<file path="src/rtl/alarm_controller.sv">
// alarm_controller: arming/alarm state machine in front of the 9-bit delay
// counter. Drives the counter's reset/enable/load, watches its value to time
// the exit and entry delays, and produces siren and status outputs.
module alarm_controller #(
    parameter int unsigned TICK_DIV    = 50_000_000,
    parameter int unsigned EXIT_TICKS  = 30,
    parameter int unsigned ENTRY_TICKS = 20,
    parameter int unsigned NSENS       = 4
) (
    input  logic             clock50,
    input  logic             Mr,
    input  logic             arm,
    input  logic             disarm,
    input  logic             sensor_door,
    input  logic [NSENS-1:0] sensor_inst,
    input  logic [8:0]       timer_q,
    output logic             timer_mr,
    output logic             timer_en,
    output logic             timer_load,
    output logic [8:0]       timer_value,
    output logic             siren,
    output logic             armed,
    output logic             arm_fault,
    output logic [2:0]       state
);

    typedef enum logic [2:0] {
        DISARMED    = 3'd0,
        EXIT_DELAY  = 3'd1,
        ARMED       = 3'd2,
        ENTRY_DELAY = 3'd3,
        ALARM       = 3'd4
    } state_t;

    // Counter preload values: the counter reaches 511 on the last tick.
    localparam logic [8:0]  EXIT_LOAD  = 9'(512 - EXIT_TICKS);
    localparam logic [8:0]  ENTRY_LOAD = 9'(512 - ENTRY_TICKS);
    localparam logic [25:0] TICK_MAX   = 26'(TICK_DIV - 1);

    state_t      cur_state;
    state_t      next_state;
    logic [25:0] prescale;
    logic        in_delay;
    logic        tick;
    logic        expire;
    logic        trip_any;
    logic        inst_trip;
    logic        load_next;
    logic        fault_next;

    assign inst_trip = |sensor_inst;
    assign trip_any  = sensor_door | inst_trip;
    assign in_delay  = (cur_state == EXIT_DELAY) || (cur_state == ENTRY_DELAY);
    assign tick      = in_delay & ~timer_load & (prescale == TICK_MAX);
    assign expire    = timer_en & (timer_q == 9'd511);

    // Next-state logic; disarm overrides every other condition.
    always_comb begin
        next_state = cur_state;
        if (disarm) begin
            next_state = DISARMED;
        end else begin
            case (cur_state)
                DISARMED: begin
                    if (arm && !trip_any) next_state = EXIT_DELAY;
                end
                EXIT_DELAY: begin
                    if (expire) next_state = ARMED;
                end
                ARMED: begin
                    if (inst_trip)        next_state = ALARM;
                    else if (sensor_door) next_state = ENTRY_DELAY;
                end
                ENTRY_DELAY: begin
                    if (inst_trip || expire) next_state = ALARM;
                end
                ALARM: begin
                    next_state = ALARM;
                end
                default: begin
                    next_state = DISARMED;
                end
            endcase
        end
    end

    // Load flag and arm-refusal pulse are decided one cycle ahead.
    always_comb begin
        load_next  = 1'b0;
        fault_next = 1'b0;
        if ((next_state == EXIT_DELAY && cur_state != EXIT_DELAY) ||
            (next_state == ENTRY_DELAY && cur_state != ENTRY_DELAY)) begin
            load_next = 1'b1;
        end
        if (cur_state == DISARMED && !disarm && arm && trip_any) begin
            fault_next = 1'b1;
        end
    end

    // State register and registered control flags.
    always_ff @(posedge clock50 or posedge Mr) begin
        if (Mr) begin
            cur_state  <= DISARMED;
            timer_load <= 1'b0;
            arm_fault  <= 1'b0;
        end else begin
            cur_state  <= next_state;
            timer_load <= load_next;
            arm_fault  <= fault_next;
        end
    end

    // Tick prescaler: idle outside delays and during the load cycle.
    always_ff @(posedge clock50 or posedge Mr) begin
        if (Mr) begin
            prescale <= '0;
        end else if (!in_delay || timer_load) begin
            prescale <= '0;
        end else if (prescale == TICK_MAX) begin
            prescale <= '0;
        end else begin
            prescale <= prescale + 26'd1;
        end
    end

    // Output decode from the current state.
    always_comb begin
        timer_mr    = 1'b0;
        siren       = 1'b0;
        armed       = 1'b0;
        timer_value = '0;
        timer_en    = tick;
        case (cur_state)
            DISARMED:    timer_mr    = 1'b1;
            EXIT_DELAY:  timer_value = EXIT_LOAD;
            ARMED:       armed       = 1'b1;
            ENTRY_DELAY: begin
                armed       = 1'b1;
                timer_value = ENTRY_LOAD;
            end
            ALARM:       siren       = 1'b1;
            default:     timer_mr    = 1'b0;
        endcase
    end

    assign state = cur_state;

endmodule

</file>
<file path="config.mk">
export PLATFORM = sky130hd
export DESIGN_NAME = alarm_controller
export DESIGN_NICKNAME = d
export VERILOG_FILES = /design/src/rtl/alarm_controller.sv
export SDC_FILE = /design/constraint.sdc
export NUM_CORES = 1
export LEC_CHECK = 0
export CAP_MARGIN = 20
export CORE_MARGIN = 8
export CORE_UTILIZATION = 53
export CTS_BUF_LIST = sky130_fd_sc_hd__clkbuf_4 sky130_fd_sc_hd__clkbuf_8
export DETAILED_ROUTE_END_ITERATION = 12
export PLACE_DENSITY = 0.82
export REMOVE_ABC_BUFFERS = 1
export SLEW_MARGIN = 10
export SYNTH_ARGS = -nofsm -noshare
export SYNTH_HDL_FRONTEND = slang
export SYNTH_SLANG_ARGS = --single-unit
</file>
<file path="constraint.sdc">
create_clock -name clock50 -period 2.73 [get_ports clock50]
set_input_delay 0.273 -clock clock50 [delete_from_list [all_inputs] [get_ports clock50]]
set_output_delay 0.273 -clock clock50 [all_outputs]
set_load 0.1 [all_outputs]
</file>
==> impl_metrics.csv, run 1 <==
group,metric,value,unit
synth,yosys.area_share.simple,30.5,%
pwr,p_per_area,389,mW/mm2
timing,worstMarginPinSlew,599,ps
setup_path,critPathBufInv,1,
synth,synthFlopType,"dfrtp_1",
timing,hold_viol_final,0,
pwr,p_sw_share,24.7,%
global_route,grtUsageTotal,15.8,%
timing,fin_crit_sh,86.4,%
synth,synth_top_cell_area_share,44.6,%
final_layout,area_growth,19.4,%
die,coreArea,0.00308,mm2
setup_path,crit_path_end_kind,"output pin",
pwr,irDropWorstVdd,0.274,mV
cts,cts_resized,0,
routing,met3_length,408,um
synth,syn-instance-count,189,
routing,met1_length,1.66,mm
timing,rsz0062_at_grt,"false",
setup_path,critPathTopFamily,"simple AND/OR/NAND/NOR gates",
routing,routed-wl-met2,1.73,mm
synth,ys_ff_latch,31,
run_status,outcome,"complete, no violations",
min_path,hold_path_class,"in2async",
final_layout,final_common_cell,"dfrtp_1",
synth,synth-async-reset-ratio,100,%
timing,report.final.slew_viol_count,0,
global_route,grt_pass1_vias,1458,
setup_path,max_stage_delay,560,ps
synth,ys_seq_area_share,44.6,%
setup_path,critical_path.max_fanout,7,
die,row_count,20,
global_route,grt_max_degree,32,
cts,cts_max_level,2,
global_route,grt_pass1_wl,6.62,mm
routing,drt_first_pass_iters,4,
setup_path,r2r_setup_slack,690,ps
pwr,power.switching,0.200,mW
timing,fmax,424,MHz
final_layout,nets,237,
place,port_buffers,33,
pwr,combPwrFrac,9.4,%
die,die_w,73.3,um
routing,drt_wl_total,3.90,mm
timing,slew-limit-headroom,59.1,%
setup_path,required,2460,ps
final_layout,layout_common_cells,"dfrtp_1, nor2_1, clkdlybuf4s50_1, buf_4",
timing,period_needed,2360,ps
pwr,intPower,0.608,mW
routing,ant_nets,0,
timing,finClkSkew,10.2,ps
die,die_y,73.3,um
synth,synth_xor_area_share,6.05,%
synth,synth_edf_count,0,
routing,via_per_inst,5.69,
final_layout,diodes,0,
timing,setup_viol,0,
timing,setup_slack,370,ps
place,dp.final_hpwl,2.85,mm
routing,topRoutingLayerUsed,"met4",
synth,netlist_area,0.00174,mm2
synth,netlist_top_cells_area,"dfrtp_1, xor2_1, nor2_1",
global_route,antenna_found_initial,0,
cts,cts_tree,"done",
routing,drtIter0Drc,69,
synth,synth_top_family_by_area,"simple AND/OR/NAND/NOR gates",
synth,synth_warnings,0,
synth,synth.largest_area_cell,"dfrtp_1",
job,maxCapViolations,0,
final_layout,nFillCells,249,
synth,yosys-mux-area-fraction,0.648,%
setup_path,arrival,2090,ps
synth,synth.distinct_cells,35,
die,die_area,0.00537,mm2
setup_path,critPathKind,"reg2out",
synth,synth_compound_area_share,10.3,%
global_route,grt_overflow,0,
routing,drc,0,
pwr,pwr-share-seq,57.1,%
pwr,clkPwrFrac,33.6,%
routing,vias,1497,
cts,clkTransAtPathRegs,90,ps
setup_path,worstPathCellList,"or4b_4 > nor4_4 > and3_1 > buf_12",
pwr,cellLeakagePower,0.857,nW
place,gp_congestion,0.836,
cts,cts_buffer_depth,2,
cts,cts_buffers,5,
final_layout,drive_gt1_share,13.2,%
place,pre_cts_ws,669,ps
die,io_pins,36,
cts,cts.sinks,31,
timing,fin_tns_setup,0,ps
setup_path,cp-start-kind,"flop",
synth,synthAdderAreaFrac,0.720,%
routing,wire_per_inst,14.8,um
cts,cts_root_buf,"clkbuf_4",
die,start_util,56.5,%
cts,post-cts-setup-buffer-count,0,
setup_path,worst_path_max_delay_cell,"or4b_4",
cts,hold_buffers,0,
cts,clock_latency,340,ps
synth,syn_avg_cell_area,9.20,um2
-- sequential cells by signal (all words and copies together), names as in the netlist --
name / flops
prescale: 26
state: 3
timer_load: 1
arm_fault: 1
-- metal layers --
| layer | GRT usage [%] | up-vias |
|---|---|---|
| li1 | - | 730 |
| met3 | 5.71 | 8 |
| met4 | 9.33 | 0 |
| met2 | 25.5 | 60 |
| met1 | 17.4 | 699 |
| met5 | 0 | - |
-- worst min-delay path, cell delays in order --
cell             delay [ps]
clkdlybuf4s50_1         390
inv_1                    50
buf_4                   340
-- worst paths after layout --
kind                                    from      endpoint  cells after the start
worst max-delay path            prescale[11]      timer_en                      4
worst min-delay path                      Mr     arm_fault                      3
worst max register to register  prescale[11]      state[1]                      4
worst min register to register   prescale[0]   prescale[0]                      1
max in group asynchronous                 Mr  prescale[21]                      3
min in group clock50             prescale[0]   prescale[0]                      1
-- through the flow --
step / util, % / std cells / cell area (um2) / power (mW) / hold WS, ps
detailed placement: 65.5 / 255 / 2020 / 0.546 / 479
global placement: 65.5 / 255 / 2020 / 0.545 / 461
floorplan: - / 176 / 1640 / 0.512 / 377
global route: 67.4 / 263 / 2070 / 0.848 / 335
CTS: 67.4 / 263 / 2070 / 0.821 / 306
finish: 67.4 / 263 / 2070 / 0.807 / 296
-- area by class of cell --
cell class              instances  area, um2  area share [%]
flip-flops and latches         31        776            37.4
clock inverters                 1       5.00           0.241
inverters                       6       22.5            1.09
repair buffers                 35        318            15.3
clock buffers                   7       52.6            2.53
multi-input cells             139        846            40.8
well taps                      44       55.1            2.65
-- power by group through the flow --
stage          clock (mW)  sequential [mW]  combinational [mW]
2_1_floorplan           0            0.478              0.0338
3_3_place_gp            0            0.470              0.0752
3_5_place_dp            0            0.470              0.0763
4_1_cts             0.284            0.461              0.0766
5_1_grt             0.306            0.461              0.0809
6_report            0.271            0.461              0.0756
-- synth_stat cells (2+ instances only) --
library cell / n
inv_1: 6
nor2_1: 20
buf_6: 2
or4_1: 6
and4_1: 7
dfrtp_1: 31
nand3_1: 11
or3_1: 8
xnor2_1: 3
clkbuf_1: 4
o31ai_1: 4
a21oi_1: 13
and2_1: 4
xor2_1: 9
buf_4: 8
and3_1: 6
nor3_1: 4
nand4_1: 7
nand2_1: 13
o21ai_0: 8
-- cell families after synthesis --
group,Yosys count
adders and majority gates,1
buffers and inverters,20
muxes,1
and+or+nand+nor,93
DFF,31
AOI/OAI and AO/OA,30
xor gates and xnor gates,12
other,1
(Power assumes the default switching activity.)
==> run 2, diff against run 1 <==
--- a/config.mk
+++ b/config.mk
@@ -11,6 +11,7 @@
 export CTS_BUF_LIST = sky130_fd_sc_hd__clkbuf_4 sky130_fd_sc_hd__clkbuf_8
 export DETAILED_ROUTE_END_ITERATION = 12
 export PLACE_DENSITY = 0.82
+export RECOVER_POWER = 100
 export REMOVE_ABC_BUFFERS = 1
 export SLEW_MARGIN = 10
 export SYNTH_ARGS = -nofsm -noshare
==> run 2 against run 1 <==
Cell count is the same. Worst setup slack lost 120 ps. Clock power is essentially flat. Clock skew is essentially flat. Critical path type unchanged. Global-route usage is the same. The flow now finishes with violations (capacitance limit, slew limit). First-iteration DRC count shrank 4.3%. Count of clock-buffer cells in the layout is the same.
==> impl_metrics.csv, run 2 (synthesis results as in run 1) <==
group,metric,value,unit
global_route,grtUsageTotal,15.8,%
global_route,grt_max_degree,32,
routing,drc,0,
pwr,irDropWorstVdd,0.273,mV
routing,routed-wl-met2,1.77,mm
die,start_util,56.5,%
cts,cts_resized,0,
final_layout,final_common_cell,"dfrtp_1",
timing,rsz0062_at_grt,"false",
timing,report.final.slew_viol_count,32,
final_layout,regMostFlops,"prescale",
job,maxCapViolations,1,
routing,drt_wl_total,3.92,mm
timing,setup_viol,0,
timing,hold_viol_final,0,
min_path,hold_path_class,"reg2reg",
pwr,cellLeakagePower,0.799,nW
final_layout,layout_common_cells,"dfrtp_1, nor2_1, clkdlybuf4s50_1, nand2_1, a21oi_1",
cts,cts_buffers,5,
die,die_w,73.3,um
routing,topRoutingLayerUsed,"met4",
die,die_y,73.3,um
setup_path,r2r_start,"prescale[11]",
die,io_pins,36,
routing,met3_length,330,um
cts,cts_max_level,2,
global_route,grt_overflow,0,
place,dpl_cell_area,0.00202,mm2
cts,cts_root_buf,"clkbuf_4",
cts,cts_tree,"done",
run_status,violations,"capacitance limit, slew limit",
routing,ant_nets,0,
final_layout,drive_gt1_share,7.31,%
pwr,p_per_area,402,mW/mm2
routing,vias,1493,
min_path,hold_start,"prescale[0]",
global_route,grt_pass1_vias,1458,
setup_path,critPathTopFamily,"simple AND/OR/NAND/NOR gates",
final_layout,nets,237,
final_layout,design_area,0.00200,mm2
run_status,outcome,"finished, violations left",
final_layout,area_growth,15.1,%
setup_path,cp-start-kind,"flop",
min_path,holdPathEnd,"prescale[0]",
place,gp_congestion,0.836,
place,dp.cells,255,
die,row_count,20,
place,port_buffers,33,
timing,fmax,404,MHz
global_route,grt_pass1_wl,6.62,mm
setup_path,r2r_end,"prescale[6]",
timing,slew-limit-headroom,-11.1,%
routing,wire_per_inst,14.9,um
die,die_area,0.00537,mm2
setup_path,arrival,2200,ps
final_layout,diodes,0,
place,dp.final_hpwl,2.85,mm
timing,period_needed,2480,ps
setup_path,required,2460,ps
setup_path,critical_path.max_fanout,7,
timing,finClkSkew,9.98,ps
setup_path,worst_path_max_delay_cell,"or4b_1",
min_path,hold_depth,1,
cts,cts_buffer_depth,2,
setup_path,critPathKind,"reg2out",
timing,fin_tns_setup,0,ps
setup_path,r2r_setup_slack,470,ps
setup_path,ff2ff_path_depth,5,
timing,worstMarginPinSlew,1670,ps
cts,hold_buffers,0,
cts,cts.sinks,31,
routing,drt_first_pass_iters,4,
routing,met1_length,1.74,mm
die,coreArea,0.00308,mm2
cts,post-cts-setup-buffer-count,0,
routing,drtIter0Drc,66,
final_layout,layout.cells.non_filler,263,
routing,via_per_inst,5.68,
global_route,antenna_found_initial,0,
cts,clkTransAtPathRegs,90,ps
final_layout,largest_reg_flops,26,
setup_path,worstPathCellList,"or4b_1 > nor4_4 > and3_1 > clkbuf_4",
setup_path,crit_path_end_kind,"output pin",
cts,clock_latency,340,ps
final_layout,nFillCells,269,
setup_path,critPathBufInv,1,
setup_path,max_stage_delay,580,ps
timing,fin_crit_sh,90.7,%
[run 2: cell type report]
class	count	area (um2)	area share, %
clock buffer	7	52.6	2.63
clock inverter	1	5.00	0.250
inverter	6	22.5	1.13
multi-input combinational	139	842	42.1
sequential	31	776	38.8
tap	44	55.1	2.75
timing repair buffer	35	248	12.4
[run 2: per-stage QoR]
step	worst slack (ps)	util [%]	total power [mW]	hold slack (ps)
2_1_floorplan	-1640	-	0.512	377
3_5_place_dp	669	65.5	0.546	479
5_1_grt	152	65.0	0.845	500
3_3_place_gp	604	65.5	0.545	461
4_1_cts	353	67.4	0.821	306
6_report	254	65.0	0.805	489
[run 2: worst reg2reg max path: stages, from the launching register on]
cell,delay (ps)
dfrtp_1,470
or4b_1,580
nor4_4,310
a311o_1,210
clkbuf_2,450
nor2_1,120
[run 2: layer usage]
metal  vias to the layer above  track usage [%]
met2                        49             25.5
met5                         -                0
li1                        729                -
met1                       708             17.4
met3                         7             5.71
met4                         0             9.33
[run 2: worst max path at each step]
stage,start,to,slack (ps),cells past startpoint
CTS,prescale[11],timer_en,350,4
global placement,sensor_inst[1],state[0],600,4
detailed placement,sensor_inst[1],state[0],670,4
global route,prescale[11],timer_en,150,4
finish,prescale[11],timer_en,250,4
floorplan,state[1],timer_value[2],-1640,2
[run 2: power breakdown]
| part | switching, mW | leakage [nW] | internal (mW) | total (mW) |
|---|---|---|---|---|
| combinational | 0.0479 | 0.331 | 0.0245 | 0.0724 |
| clock | 0.151 | 0.0361 | 0.120 | 0.271 |
| sequential | 0.000705 | 0.432 | 0.460 | 0.461 |
| total | 0.200 | 0.799 | 0.605 | 0.805 |
==> run 3, diff against run 2 <==
--- a/config.mk
+++ b/config.mk
@@ -5,7 +5,7 @@
 export SDC_FILE = /design/constraint.sdc
 export NUM_CORES = 1
 export LEC_CHECK = 0
-export CAP_MARGIN = 20
+export CAP_MARGIN = 30
 export CORE_MARGIN = 8
 export CORE_UTILIZATION = 53
 export CTS_BUF_LIST = sky130_fd_sc_hd__clkbuf_4 sky130_fd_sc_hd__clkbuf_8
==> results of run 3 <==
No change in the layout: final DEF, timing and power equal those of run 2.
